$ cat config.mk
export PLATFORM = sky130hd
export DESIGN_NAME = fetch_unit
export DESIGN_NICKNAME = d
export VERILOG_FILES = /design/src/rtl/fetch_pkg.sv /design/src/rtl/fetch_queue.sv /design/src/rtl/fetch_unit.sv
export SDC_FILE = /design/constraint.sdc
export NUM_CORES = 1
export LEC_CHECK = 0
export ABC_AREA = 0
export ABC_CLOCK_PERIOD_IN_PS = 5600
export CORE_MARGIN = 10
export CORE_UTILIZATION = 50
export DETAILED_ROUTE_END_ITERATION = 6
export MAX_ROUTING_LAYER = met4
export PLACE_DENSITY_LB_ADDON = 0.1
export SETUP_SLACK_MARGIN = 0.15
export SYNTH_ARGS = -nofsm -noshare
export SYNTH_HDL_FRONTEND = slang
export SYNTH_HIERARCHICAL = 1
export SYNTH_SLANG_ARGS = --single-unit
$ cat constraint.sdc
create_clock -name clk -period 5.6 [get_ports clk]
set_input_delay 0.84 -clock clk [delete_from_list [all_inputs] [get_ports clk]]
set_output_delay 0.84 -clock clk [all_outputs]
set_load 0.02 [all_outputs]
$ cat src/rtl/fetch_pkg.sv
// Shared constants and helpers for the instruction fetch stage.
package fetch_pkg;

    localparam logic [31:0] RESET_PC_DEF = 32'h0000_0000;
    localparam int          PC_STEP      = 4;

    // Width of a counter that must hold 0..depth inclusive.
    function automatic int cnt_width(input int depth);
        return $clog2(depth + 1);
    endfunction

endpackage

$ cat src/rtl/fetch_queue.sv
// In-order instruction buffer: synchronous FIFO with flush taking priority over push.
module fetch_queue
    import fetch_pkg::*;
#(
    parameter int DEPTH = 4,
    parameter int WIDTH = 32,
    localparam int CW = cnt_width(DEPTH),
    localparam int AW = $clog2(DEPTH)
)(
    input  logic             clk,
    input  logic             rst,
    input  logic             push,
    input  logic [WIDTH-1:0] push_data,
    input  logic             pop,
    input  logic             flush,
    output logic [CW-1:0]    count,
    output logic [WIDTH-1:0] head_data
);

    logic [WIDTH-1:0] mem [DEPTH];
    logic [AW-1:0]    wr_ptr;
    logic [AW-1:0]    rd_ptr;
    logic             do_push;
    logic             do_pop;

    assign do_pop  = pop && (count != '0);
    assign do_push = push && ((count != CW'(DEPTH)) || do_pop);

    // Pointers wrap naturally because DEPTH is a power of two.
    always_ff @(posedge clk) begin
        if (rst || flush) begin
            wr_ptr <= '0;
            rd_ptr <= '0;
            count  <= '0;
        end else begin
            if (do_push) wr_ptr <= wr_ptr + AW'(1);
            if (do_pop)  rd_ptr <= rd_ptr + AW'(1);
            count <= count + CW'(do_push) - CW'(do_pop);
        end
    end

    always_ff @(posedge clk) begin
        if (do_push && !rst && !flush) mem[wr_ptr] <= push_data;
    end

    assign head_data = (count != '0) ? mem[rd_ptr] : '0;

endmodule

$ cat src/rtl/fetch_unit.sv
// Fetch stage: owns the fetch PC, issues word-aligned imem reads and queues
// in-order responses for decode; redirects flush queued and in-flight fetches.
module fetch_unit
    import fetch_pkg::*;
#(
    parameter int                  PC_WIDTH    = 32,
    parameter int                  INSTR_WIDTH = 32,
    parameter int                  QUEUE_DEPTH = 4,
    parameter logic [PC_WIDTH-1:0] RESET_PC    = PC_WIDTH'(RESET_PC_DEF)
)(
    input  logic                   clk,
    input  logic                   rst,
    output logic                   imem_req_valid,
    input  logic                   imem_req_ready,
    output logic [PC_WIDTH-1:0]    imem_addr,
    input  logic                   imem_rsp_valid,
    input  logic [INSTR_WIDTH-1:0] imem_rsp_data,
    input  logic                   redirect_valid,
    input  logic [PC_WIDTH-1:0]    redirect_pc,
    output logic                   instr_valid,
    input  logic                   instr_ready,
    output logic [INSTR_WIDTH-1:0] instr_data,
    output logic [PC_WIDTH-1:0]    instr_pc
);

    localparam int                  CW         = cnt_width(QUEUE_DEPTH);
    localparam logic [PC_WIDTH-1:0] STEP       = PC_WIDTH'(PC_STEP);
    localparam logic [PC_WIDTH-1:0] ALIGN_MASK = PC_WIDTH'(3);
    localparam logic [CW:0]         DEPTH_LIM  = (CW+1)'(QUEUE_DEPTH);

    logic [PC_WIDTH-1:0] fetch_pc;
    logic [PC_WIDTH-1:0] head_pc;
    logic [PC_WIDTH-1:0] redirect_target;
    logic [CW-1:0]       outstanding;
    logic [CW-1:0]       discard;
    logic [CW-1:0]       count;
    logic [CW:0]         inflight;
    logic                req_fire;
    logic                rsp_ok;
    logic                keep_rsp;
    logic                pop;

    // Every slot is reserved at request time, so the queue can never overflow.
    assign inflight        = {1'b0, outstanding} + {1'b0, count};
    assign imem_req_valid  = !rst && !redirect_valid && (inflight < DEPTH_LIM);
    assign imem_addr       = fetch_pc;
    assign req_fire        = imem_req_valid && imem_req_ready;
    assign redirect_target = redirect_pc & ~ALIGN_MASK;

    // A response with nothing outstanding is spurious and ignored entirely.
    assign rsp_ok   = imem_rsp_valid && (outstanding != '0);
    assign keep_rsp = rsp_ok && (discard == '0) && !redirect_valid;

    assign instr_valid = (count != '0);
    assign pop         = instr_valid && instr_ready;
    assign instr_pc    = head_pc;

    always_ff @(posedge clk) begin
        if (rst) begin
            fetch_pc    <= RESET_PC;
            head_pc     <= RESET_PC;
            outstanding <= '0;
            discard     <= '0;
        end else if (redirect_valid) begin
            // Everything still in flight after this cycle belongs to the old path.
            fetch_pc    <= redirect_target;
            head_pc     <= redirect_target;
            outstanding <= outstanding - CW'(rsp_ok);
            discard     <= outstanding - CW'(rsp_ok);
        end else begin
            if (req_fire) fetch_pc <= fetch_pc + STEP;
            if (pop)      head_pc  <= head_pc + STEP;
            outstanding <= outstanding + CW'(req_fire) - CW'(rsp_ok);
            if (rsp_ok && (discard != '0)) discard <= discard - CW'(1);
        end
    end

    fetch_queue #(
        .DEPTH (QUEUE_DEPTH),
        .WIDTH (INSTR_WIDTH)
    ) u_queue (
        .clk       (clk),
        .rst       (rst),
        .push      (keep_rsp),
        .push_data (imem_rsp_data),
        .pop       (pop),
        .flush     (redirect_valid),
        .count     (count),
        .head_data (instr_data)
    );

endmodule

# Word level (Yosys, flattened, before mapping)
# Memory sizes are Yosys's and may differ from the RTL's. A register that Yosys moved wholly into a read port is not among the register bits.
# Cells that the tools add are included.
dict set report word_totals {
  regBits 77
  elab_cells 59
  out_inout_bits 98
  mem_count 1
  inputBits 70
  ram_bits 128
}
dict set report op_classes {
  n_reduce_logical 24
  mux 12
  eq_ne 1
  addsub 11
  order_cmp 1
}
# name words width rd rd_clocked_by_memory_dff wr line
set mem_list {}
lappend mem_list {u_queue.mem 4 32 1 1 1 fetch_queue.sv:20} ;# logic [WIDTH-1:0] mem [DEPTH];
# operator count
set ops {}
lappend ops {{$mux W32} 5}
lappend ops {{$add A32 B3 Y32 const B} 2}
lappend ops {{$logic_and A1 B1 Y1} 12}
lappend ops {{$mux W3} 3}
lappend ops {{$reduce_bool A3 Y1} 3}
lappend ops {{$sub A3 B1 Y3} 3}
lappend ops {{$add A3 B1 Y3} 2}
lappend ops {{$reduce_bool A2 Y1} 3}
lappend ops {{$add A2 B1 Y2 const B} 2}
lappend ops {{$add A3 B3 Y4} 1}
lappend ops {{$lt A4 B3 Y1 const B} 1}
lappend ops {{$mux W2} 2}
lappend ops {{$logic_not A3 Y1} 1}
lappend ops {{$ne A3 B3 Y1 const B} 1}
lappend ops {{$sub A3 B1 Y3 const B} 1}
lappend ops {{$logic_not A1 Y1} 2}
lappend ops {{$logic_or A1 B1 Y1} 2}
lappend ops {{$mux W1} 2}
lappend ops {{$reduce_or A2 Y1} 1}

# Longest topological paths before layout
# Gate-level depths: netlist of run 1.
dict set report depth {
  depth_word 9
  ltp_mapped 15
}

# Modules after synthesis
# The synthesis of run 1 kept the hierarchy.
# module area_each_um2 instances cells_per_inst seq_area_each_um2
set by_module_without_submodules {}
lappend by_module_without_submodules {fetch_queue 5310.1 1 251 4023.9}
lappend by_module_without_submodules {fetch_unit 3853.7 1 474 1321.3}

# Least setup slack after synthesis of run 1
# Ideal clock, no wire load.
dict set report synth_timing {
  path_type {input-to-reg}
  from {input port redirect_valid}
  to {register outstanding[2]}
  path_slack_ps 2273
  required_time_ps 5472
  setup_time_ps 128
  cell_stages 15
  arrival_time_ps 3200
  path_buffers 4
  path_cell_list {buf_2 -> nor2_4 -> and4_1 -> buf_2 -> inv_2 -> buf_2 -> buf_2 -> ha_1 -> inv_1 -> ha_1 -> fa_1 -> xor2_1 -> o21ai_0 -> xnor2_1 -> nor2_1}
}
dict set report synth_via {
  elab_chain_len 7
}
# item line
set synth_rtl {}
lappend synth_rtl {{start: declaration} fetch_unit.sv:18} ;# input logic redirect_valid,
lappend synth_rtl {{$logic_not A1 Y1} fetch_unit.sv:45} ;# assign imem_req_valid = !rst && !redirect_valid && (inflight < DEPTH_LIM);
lappend synth_rtl {{$logic_and A1 B1 Y1 (2 in a row)} fetch_unit.sv:45}
lappend synth_rtl {{$logic_and A1 B1 Y1} fetch_unit.sv:47} ;# assign req_fire = imem_req_valid && imem_req_ready;
lappend synth_rtl {{$add A3 B1 Y3} fetch_unit.sv:73} ;# outstanding <= outstanding + CW'(req_fire) - CW'(rsp_ok);
lappend synth_rtl {{$sub A3 B1 Y3} fetch_unit.sv:73}
lappend synth_rtl {{$mux W3 (*)} fetch_unit.sv:64} ;# end else if (redirect_valid) begin
lappend synth_rtl {{end signal: assignment} fetch_unit.sv:68} ;# outstanding <= outstanding - CW'(rsp_ok);
lappend synth_rtl {{end signal: assignment} fetch_unit.sv:73}
lappend synth_rtl {{end: declaration} fetch_unit.sv:34} ;# logic [CW-1:0] outstanding;
# Mark *: on every way between the ends. The rest lies on a longest branch, timed or not.
# A chain may end at the register's enable or synchronous reset.

# Worst setup path in the final report of run 1
dict set report layout_timing {
  from {input port redirect_valid}
  to {output port imem_req_valid}
}
dict set report layout_via {
  elab_chain_len 3
}
# item line
set layout_rtl {}
lappend layout_rtl {{$logic_not A1 Y1} fetch_unit.sv:45}
lappend layout_rtl {{$logic_and A1 B1 Y1 (2 in a row)} fetch_unit.sv:45}
lappend layout_rtl {{end: declaration} fetch_unit.sv:13} ;# output logic imem_req_valid,
# Every way passes these cells.

==> impl_metrics.ini, run 1 <==
[drt]
vias_per_cell = 5.70
ant_nets = 0
dr.first_iter.drc_count = 450
wire_per_inst_um = 20.4
num_vias = 6403
firstDrtPassIters = 5
drc = 0
routed_wl_mm = 22.9

[yosys]
synth_edf_count = 128
synth_most_common_cell = edfxtp_1
avgSynthCellArea_um2 = 12.6
yosys.area.top_type = edfxtp_1
synthesis.area_um2 = 9160
yosysSeqAreaShare_pct = 58.3
ys_types = 65
ys.warnings.count = 6
async_flop_share_pct = 0
netlist_top_cells_area = edfxtp_1 42%, dfxtp_1 16%, mux4_2 7.9%
synth_top_area_share_pct = 41.9
synth_ff_type = edfxtp_1
synth_common_cells = 128 x edfxtp_1, 75 x dfxtp_1, 44 x nand2_1, 39 x nor2_1, 36 x xnor2_1
synth_seq_cells = 203
synthCells = 725

[clock_network]
cts_resized = 0
cts_tree = built
hold_buffers = 0
root_buffer = clkbuf_16
cts_setup_buffers = 0
cts_buffers = 22
htree_levels = 1
path_clk_slew_ns = 0.06
clock_latency_ns = 0.49
cts_sinks = 203
clockBufferDepth = 3

[worst_setup_path]
startpoint_type = input port
cp_top_family = buffers and inverters
critPathRequiredTime_ns = 4.76
r2r_slack_ns = 1.76
slowest_delay_ns = 0.57
worstPathArrival_ns = 3.03
cp_max_fo = 37
cp-end-kind = output port
critPathMostFrequentCell = clkdlybuf4s50_1
slowest_stage = or2_0
path_cells = clkdlybuf4s50_1 > buf_4 > or2_0 > nor2_1 > clkdlybuf4s50_1
path_class = input port to output port
cp.buffers_inverters = 3

[timing]
setup_tns_ns = 0
fmax_ghz = 0.258
drv_slew = 0
finalCritPeriodShare_pct = 69.1
finalSetupViolCount = 0
rsz0062_at_grt = false
hold_viol = 0
finalCriticalPeriod_ns = 3.87
worst_slew_pin_slew_ns = 1.24
final_critical_path_setup_slack_ns = 1.73
skew_ns = 0.0122
slew-limit-headroom_pct = 16.1

[power]
total_leakage_power_nw = 3.80
p_per_area_nw_per_um2 = 310
vdd_drop_max_uv = 221

[layout]
drive_gt1_share_pct = 10.4
fillerInstances = 1365
areaGrowthSynthToFinish_pct = 27.1
area.sequential_um2 = 5350
multi_input_area_um2 = 3520
diodes = 0
fin_util_pct = 64.6
fin_cells = 1123
finalNetCount = 966

[place]
routabilityCongestion = 0.891
dpl.hpwl_mm = 15.8
place_inst = 1083
io_buffers = 161
pre_cts_ws_ns = 1.35

[die]
start_util_pct = 50.8
die_y_um = 155
num_rows = 49
io_pins = 168
die_area_um2 = 24100
die_x_um = 155
core_area_um2 = 18000

[status]
status = completed

[min_path]
hp-class = flop to flop

[global_route]
grt.overflow.total = 0
grt_pass1_vias = 6715
grt_max_degree = 55
grt_pass1_wl_mm = 36.3
grtUsageTotal_pct = 18.9
antenna_found_initial = 0

[job]
cap_violations = 0
==> cell families after synthesis <==
| kind of cell | share of synthesized area, % |
|---|---|
| xor+xnor | 4.11 |
| flops | 58.3 |
| compound gates | 7.80 |
| simple gates | 15.1 |
| fa+ha+maj | 2.62 |
| buf+inv | 3.48 |
| other cells | 0.0409 |
| mux | 8.53 |
==> area by class of cell <==
cell class | instances | share of cell area (%)
clock buffers | 25 | 5.01
clock inverters | 15 | 1.33
inverters | 27 | 0.870
multi-input cells | 457 | 30.2
flip-flops and latches | 203 | 45.9
well taps | 229 | 2.46
repair buffers | 167 | 14.2
==> where the power goes <==
group	switching [mW]	internal [mW]
combinational	0.242	0.219
sequential	0.0568	1.64
clock	0.564	0.886
==> registers in the layout (all words and copies together) (netlist names), named ones only <==
register	flops
discard	3
imem_addr	30
instr_pc	30
outstanding	3
u_queue/count	3
u_queue/mem	128
u_queue/rd_ptr	2
u_queue/wr_ptr	2
==> worst reg2reg max path, delay by kind of cell, from the launching register on <==
family	cells	cell delay, ns
xor gates and xnor gates	2	0.29
DFF	1	0.47
adders and majority gates	4	1.25
buffers and inverters	2	0.40
and+or+nand+nor	3	1.12
AOI/OAI and AO/OA	1	0.19
==> through the flow <==
stage,power (mW),cell area (µm²),hold slack [ns]
3_3_place_gp,2.18,10900,0.474
2_1_floorplan,1.98,9180,0.458
5_1_grt,3.77,11600,0.531
3_5_place_dp,2.19,10900,0.485
4_1_cts,3.65,11600,0.493
6_report,3.61,11600,0.492
==> worst paths after layout <==
kind                      from              to  cells after the start
max             redirect_valid  imem_req_valid                      5
min          u_queue/rd_ptr[0]            flop                      2
max reg2reg   u_queue/count[2]  outstanding[2]                     12
min reg2reg  u_queue/rd_ptr[0]            flop                      2
==> placed cells by master (no fill, tap or decap), types with 5 or more instances in the layout <==
cell	n
clkdlybuf4s50_1	160
buf_4	6
nand4_1	18
mux2i_1	5
clkinv_1	5
xnor2_1	36
nor3_1	20
nor2_1	39
and2_1	11
nand3_1	24
inv_1	25
mux4_2	32
or3_1	7
a21boi_0	7
a21oi_1	25
dfxtp_1	73
edfxtp_1	128
and4_1	9
o21ai_0	12
o21bai_1	5
a211oi_1	13
xor2_1	7
nor2b_1	33
o211ai_1	6
nand2_1	44
a31oi_1	13
ha_1	16
clkbuf_16	23
and3_1	8
==> layer usage <==
layer	share of wire (%)	vias to the layer above	track usage (%)
met5	0	-	-
met1	43	3136	22.8
met2	49	195	31.5
li1	-	3035	-
met3	5.8	37	3.72
met4	2.3	0	5.88
Power figures use the tool's default switching activity.
==> run 2, diff against run 1 <==
ABC_CLOCK_PERIOD_IN_PS = 4000   (was 5600)
clock period = 4 ns   (was 5.6 ns; I/O delays follow)
==> impl_metrics.ini, run 2 (synthesis results as in run 1) <==
[status]
status = completed

[worst_setup_path]
cp_max_fo = 7
critical_path.startpoint = u_queue/count[2]
path_class = flop to output port
cp-end-kind = output port
worstPathArrival_ns = 2.65
critPathRequiredTime_ns = 3.40
reg2reg_depth = 12
r2r_slack_ns = 0.95
reg2reg_to = outstanding[2]
r2r-start = u_queue/count[2]
startpoint_type = flop

[layout]
final_common_cell = clkdlybuf4s50_1
final_design_area_no_fill_um2 = 11700
regMostFlops = u_queue/mem
areaGrowthSynthToFinish_pct = 28.0
most-common-layout-cells = 160 x clkdlybuf4s50_1, 128 x edfxtp_1, 73 x dfxtp_1
largest_reg_flops = 128
diodes = 0
finalNetCount = 975
drive_gt1_share_pct = 10.9

[power]
vdd_drop_max_uv = 323
comb_power_share_pct = 12.9
total_leakage_power_nw = 3.86
p_per_area_nw_per_um2 = 437
p_sw_share_pct = 23.6
p_switching_mw = 1.21
seqPwrFrac_pct = 46.5
p_int_mw = 3.91
power_mw = 5.12
pwr-share-clk_pct = 40.6

[die]
die_area_um2 = 24100
io_pins = 168
core_area_um2 = 18000
die_x_um = 155
num_rows = 49
start_util_pct = 50.8
die_y_um = 155

[drt]
num_vias = 6546
vias_per_cell = 5.78
ant_nets = 0
dr.first_iter.drc_count = 427
routed_wl_mm = 23.3
firstDrtPassIters = 5
wire_per_inst_um = 20.6
drc = 0

[timing]
rsz0062_at_grt = false
hold_slack_ns = 0.501
finalSetupViolCount = 0
hold_viol = 0
drv_slew = 0
final_critical_path_setup_slack_ns = 0.748
worst_slew_pin_slew_ns = 0.879
finalCritPeriodShare_pct = 81.3
setup_tns_ns = 0
fmax_ghz = 0.308
slew-limit-headroom_pct = 41.4
finalCriticalPeriod_ns = 3.25
skew_ns = 0.00741

[clock_network]
htree_levels = 1
cts_sinks = 203
path_clk_slew_ns = 0.06
cts_buffers = 22
clockBufferDepth = 3
hold_buffers = 0
cts_resized = 0
root_buffer = clkbuf_16
clock_latency_ns = 0.49
cts_setup_buffers = 0
cts_tree = built

[global_route]
grt_pass1_wl_mm = 36.9
grt_pass1_vias = 6862
grtUsageTotal_pct = 19.3
grt.overflow.total = 0
antenna_found_initial = 0
grt_max_degree = 44

[min_path]
worst_hold_path.num_cells = 2
min-delay-start = u_queue/rd_ptr[0]
hp-class = flop to flop

[place]
pre_cts_ws_ns = 0.515
routabilityCongestion = 0.898
io_buffers = 161
placed_cell_area_um2 = 11000
dpl.hpwl_mm = 16.3

[job]
cap_violations = 0
==> run 2: cell types whose count changed in the layout (fill, tap and decap cells not counted) <==
cell,previous run,this run
clkinv_2,2,0
buf_4,6,15
bufinv_16,3,4
clkinvlp_4,3,0
clkbuf_1,2,3
clkinv_1,5,8
==> run 2: metrics by stage <==
stage,utilization (%),cells
3_3_place_gp,60.9,1092
3_5_place_dp,60.9,1092
6_report,65.1,1132
5_1_grt,65.1,1132
2_1_floorplan,-,728
4_1_cts,65.1,1132
==> run 2: power by group through the flow <==
stage	combinational (mW)	clock [mW]	sequential, mW
6_report	0.662	2.08	2.38
5_1_grt	0.729	2.22	2.39
4_1_cts	0.667	2.13	2.38
3_5_place_dp	0.663	0	2.42
3_3_place_gp	0.636	0	2.42
2_1_floorplan	0.325	0	2.45
==> run 2: worst max-delay path, cell delays in order, from the launching register on <==
cell	delay, ns
dfxtp_1	0.50
ha_1	0.30
nor3_1	0.37
nand2_1	0.20
nor2_1	0.16
clkdlybuf4s50_1	0.63
==> run 2: routing by layer <==
layer  track usage, %  routed length, µm  up-vias
met4             4.81                412        0
met1             23.1               9570     3248
met5                -                  0        -
met2             32.7              11900      220
met3             3.97               1500       33
li1                 -                  -     3045
==> run 2: worst max-delay path by stage <==
stage	endpoint	slack (ns)	depth (start not counted)
after CTS	instr_data[10]	0.68	4
after detailed placement	u_queue/count[2]	0.52	13
final	imem_req_valid	0.75	5
after global placement	u_queue/count[2]	0.63	13
after floorplan	outstanding[2]	0.91	15
after global routing	instr_data[29]	0.59	4
==> run 2: cell type report <==
type | instances | area, µm²
fill | 1378 | 6300
sequential | 203 | 5350
multi-input combinational | 457 | 3520
timing repair buffer | 176 | 1720
clock buffer | 26 | 587
tap | 229 | 287
clock inverter | 14 | 164
inverter | 27 | 101
==> run 3, diff against run 2 <==
ABC_CLOCK_PERIOD_IN_PS = 3400   (was 4000)
clock period = 3.4 ns   (was 4 ns; I/O delays follow)
==> impl_metrics.ini, run 3 (synthesis results as in run 1) <==
[status]
status = completed

[clock_network]
clock_latency_ns = 0.49
hold_buffers = 0
htree_levels = 1
root_buffer = clkbuf_16
cts_sinks = 203
cts_tree = built
cts_resized = 0
path_clk_slew_ns = 0.06
cts_buffers = 22
cts_setup_buffers = 0
clockBufferDepth = 3

[worst_setup_path]
cp-end-kind = output port
worstPathArrival_ns = 2.42
r2r_slack_ns = 0.58
r2r-start = u_queue/count[1]
reg2reg_to = outstanding[2]
critical_path.startpoint = u_queue/count[1]
startpoint_type = flop
path_class = flop to output port
critPathRequiredTime_ns = 2.89
reg2reg_depth = 12
cp_max_fo = 9

[drt]
ant_nets = 0
dr.first_iter.drc_count = 471
wire_per_inst_um = 20.4
firstDrtPassIters = 5
drc = 0
vias_per_cell = 5.77
num_vias = 6561
routed_wl_mm = 23.2

[global_route]
grtUsageTotal_pct = 19.0
grt_max_degree = 34
grt_pass1_wl_mm = 36.3
grt_pass1_vias = 6765
use_met3_pct = 4.05
grt.overflow.total = 0
grt.busiest_layer = met2
use_met1_pct = 22.6
antenna_found_initial = 0
gr-usage-met2_pct = 32.4

[power]
vdd_drop_max_uv = 341
total_leakage_power_nw = 3.88
p_per_area_nw_per_um2 = 494

[place]
pre_cts_ws_ns = 0.215
io_buffers = 161
routabilityCongestion = 0.935
dpl.hpwl_mm = 16.2

[layout]
most-common-layout-cells = 160 x clkdlybuf4s50_1, 128 x edfxtp_1, 73 x dfxtp_1
finalNetCount = 981
areaGrowthSynthToFinish_pct = 28.4
largest_reg_flops = 128
regMostFlops = u_queue/mem
diodes = 0
final_common_cell = clkdlybuf4s50_1
drive_gt1_share_pct = 11.7

[min_path]
hp-class = flop to flop
min-delay-start = u_queue/rd_ptr[0]
worst_hold_path.num_cells = 2
hold_end = u_queue/rd_ptr[0]

[timing]
drv_slew = 0
finalCriticalPeriod_ns = 2.93
fmax_ghz = 0.341
slew-limit-headroom_pct = 54.0
finalSetupViolCount = 0
finalCritPeriodShare_pct = 86.2
rsz0062_at_grt = false
skew_ns = 0.0131
final_critical_path_setup_slack_ns = 0.468
worst_slew_pin_slew_ns = 0.688
setup_tns_ns = 0
hold_viol = 0

[die]
die_y_um = 155
die_x_um = 155
die_area_um2 = 24100
core_area_um2 = 18000
io_pins = 168
num_rows = 49
start_util_pct = 50.8

[job]
cap_violations = 0
[run 3: cell types whose count changed in the layout (fill, tap and decap cells not counted), moves of 2 or more]
cell       before  now
clkinv_2        0    4
clkinv_1        8    4
clkbuf_1        3    5
buf_12          0    5
bufinv_16       4    1
[run 3: where the power goes]
group / switching (mW) / internal [mW] / total [mW]
logic: 0.403 / 0.373 / 0.776
registers: 0.0949 / 2.71 / 2.80
clock network: 0.907 / 1.33 / 2.23
total: 1.40 / 4.41 / 5.81
[run 3: routing by layer]
layer | up-vias | routed length, µm | share of wire [%]
li1 | 3054 | - | -
met1 | 3236 | 9630 | 42
met2 | 236 | 11600 | 50
met3 | 35 | 1600 | 6.9
met4 | 0 | 377 | 1.6
met5 | - | 0 | 0
[run 3: stage by stage]
| stage | util, % | total power [mW] | cells | instance area, µm² | hold WS [ns] |
|---|---|---|---|---|---|
| detailed placement | 61.5 | 3.63 | 1098 | 11100 | 0.481 |
| global placement | 61.5 | 3.61 | 1098 | 11100 | 0.471 |
| CTS | 65.3 | 5.87 | 1137 | 11800 | 0.489 |
| floorplan | - | 3.27 | 728 | 9180 | 0.458 |
| global route | 65.3 | 6.07 | 1137 | 11800 | 0.509 |
| finish | 65.3 | 5.81 | 1137 | 11800 | 0.490 |
[run 3: worst max-delay path by stage]
stage          depth (start not counted)                to  slack [ns]
2_1_floorplan                         15    outstanding[2]        0.34
3_3_place_gp                          13  u_queue/count[2]        0.28
3_5_place_dp                          13  u_queue/count[2]        0.22
4_1_cts                                5    imem_req_valid        0.33
5_1_grt                                5    imem_req_valid        0.26
6_report                               5    imem_req_valid        0.47
[run 3: layout make-up]
type | count | area [µm²]
Inverter | 27 | 101
Sequential cell | 203 | 5350
Timing Repair Buffer | 182 | 1830
Clock buffer | 29 | 608
Clock inverter | 10 | 72.6
Tap cell | 229 | 287
Fill cell | 1377 | 6250
Multi-Input combinational cell | 457 | 3530
[run 3: worst max-delay path, stage by stage (launching register included)]
cell and delay (ns):
dfxtp_1 0.58, ha_1 0.31, nand3_1 0.13, nand2_1 0.12, nor2_1 0.17, clkdlybuf4s50_1 0.63
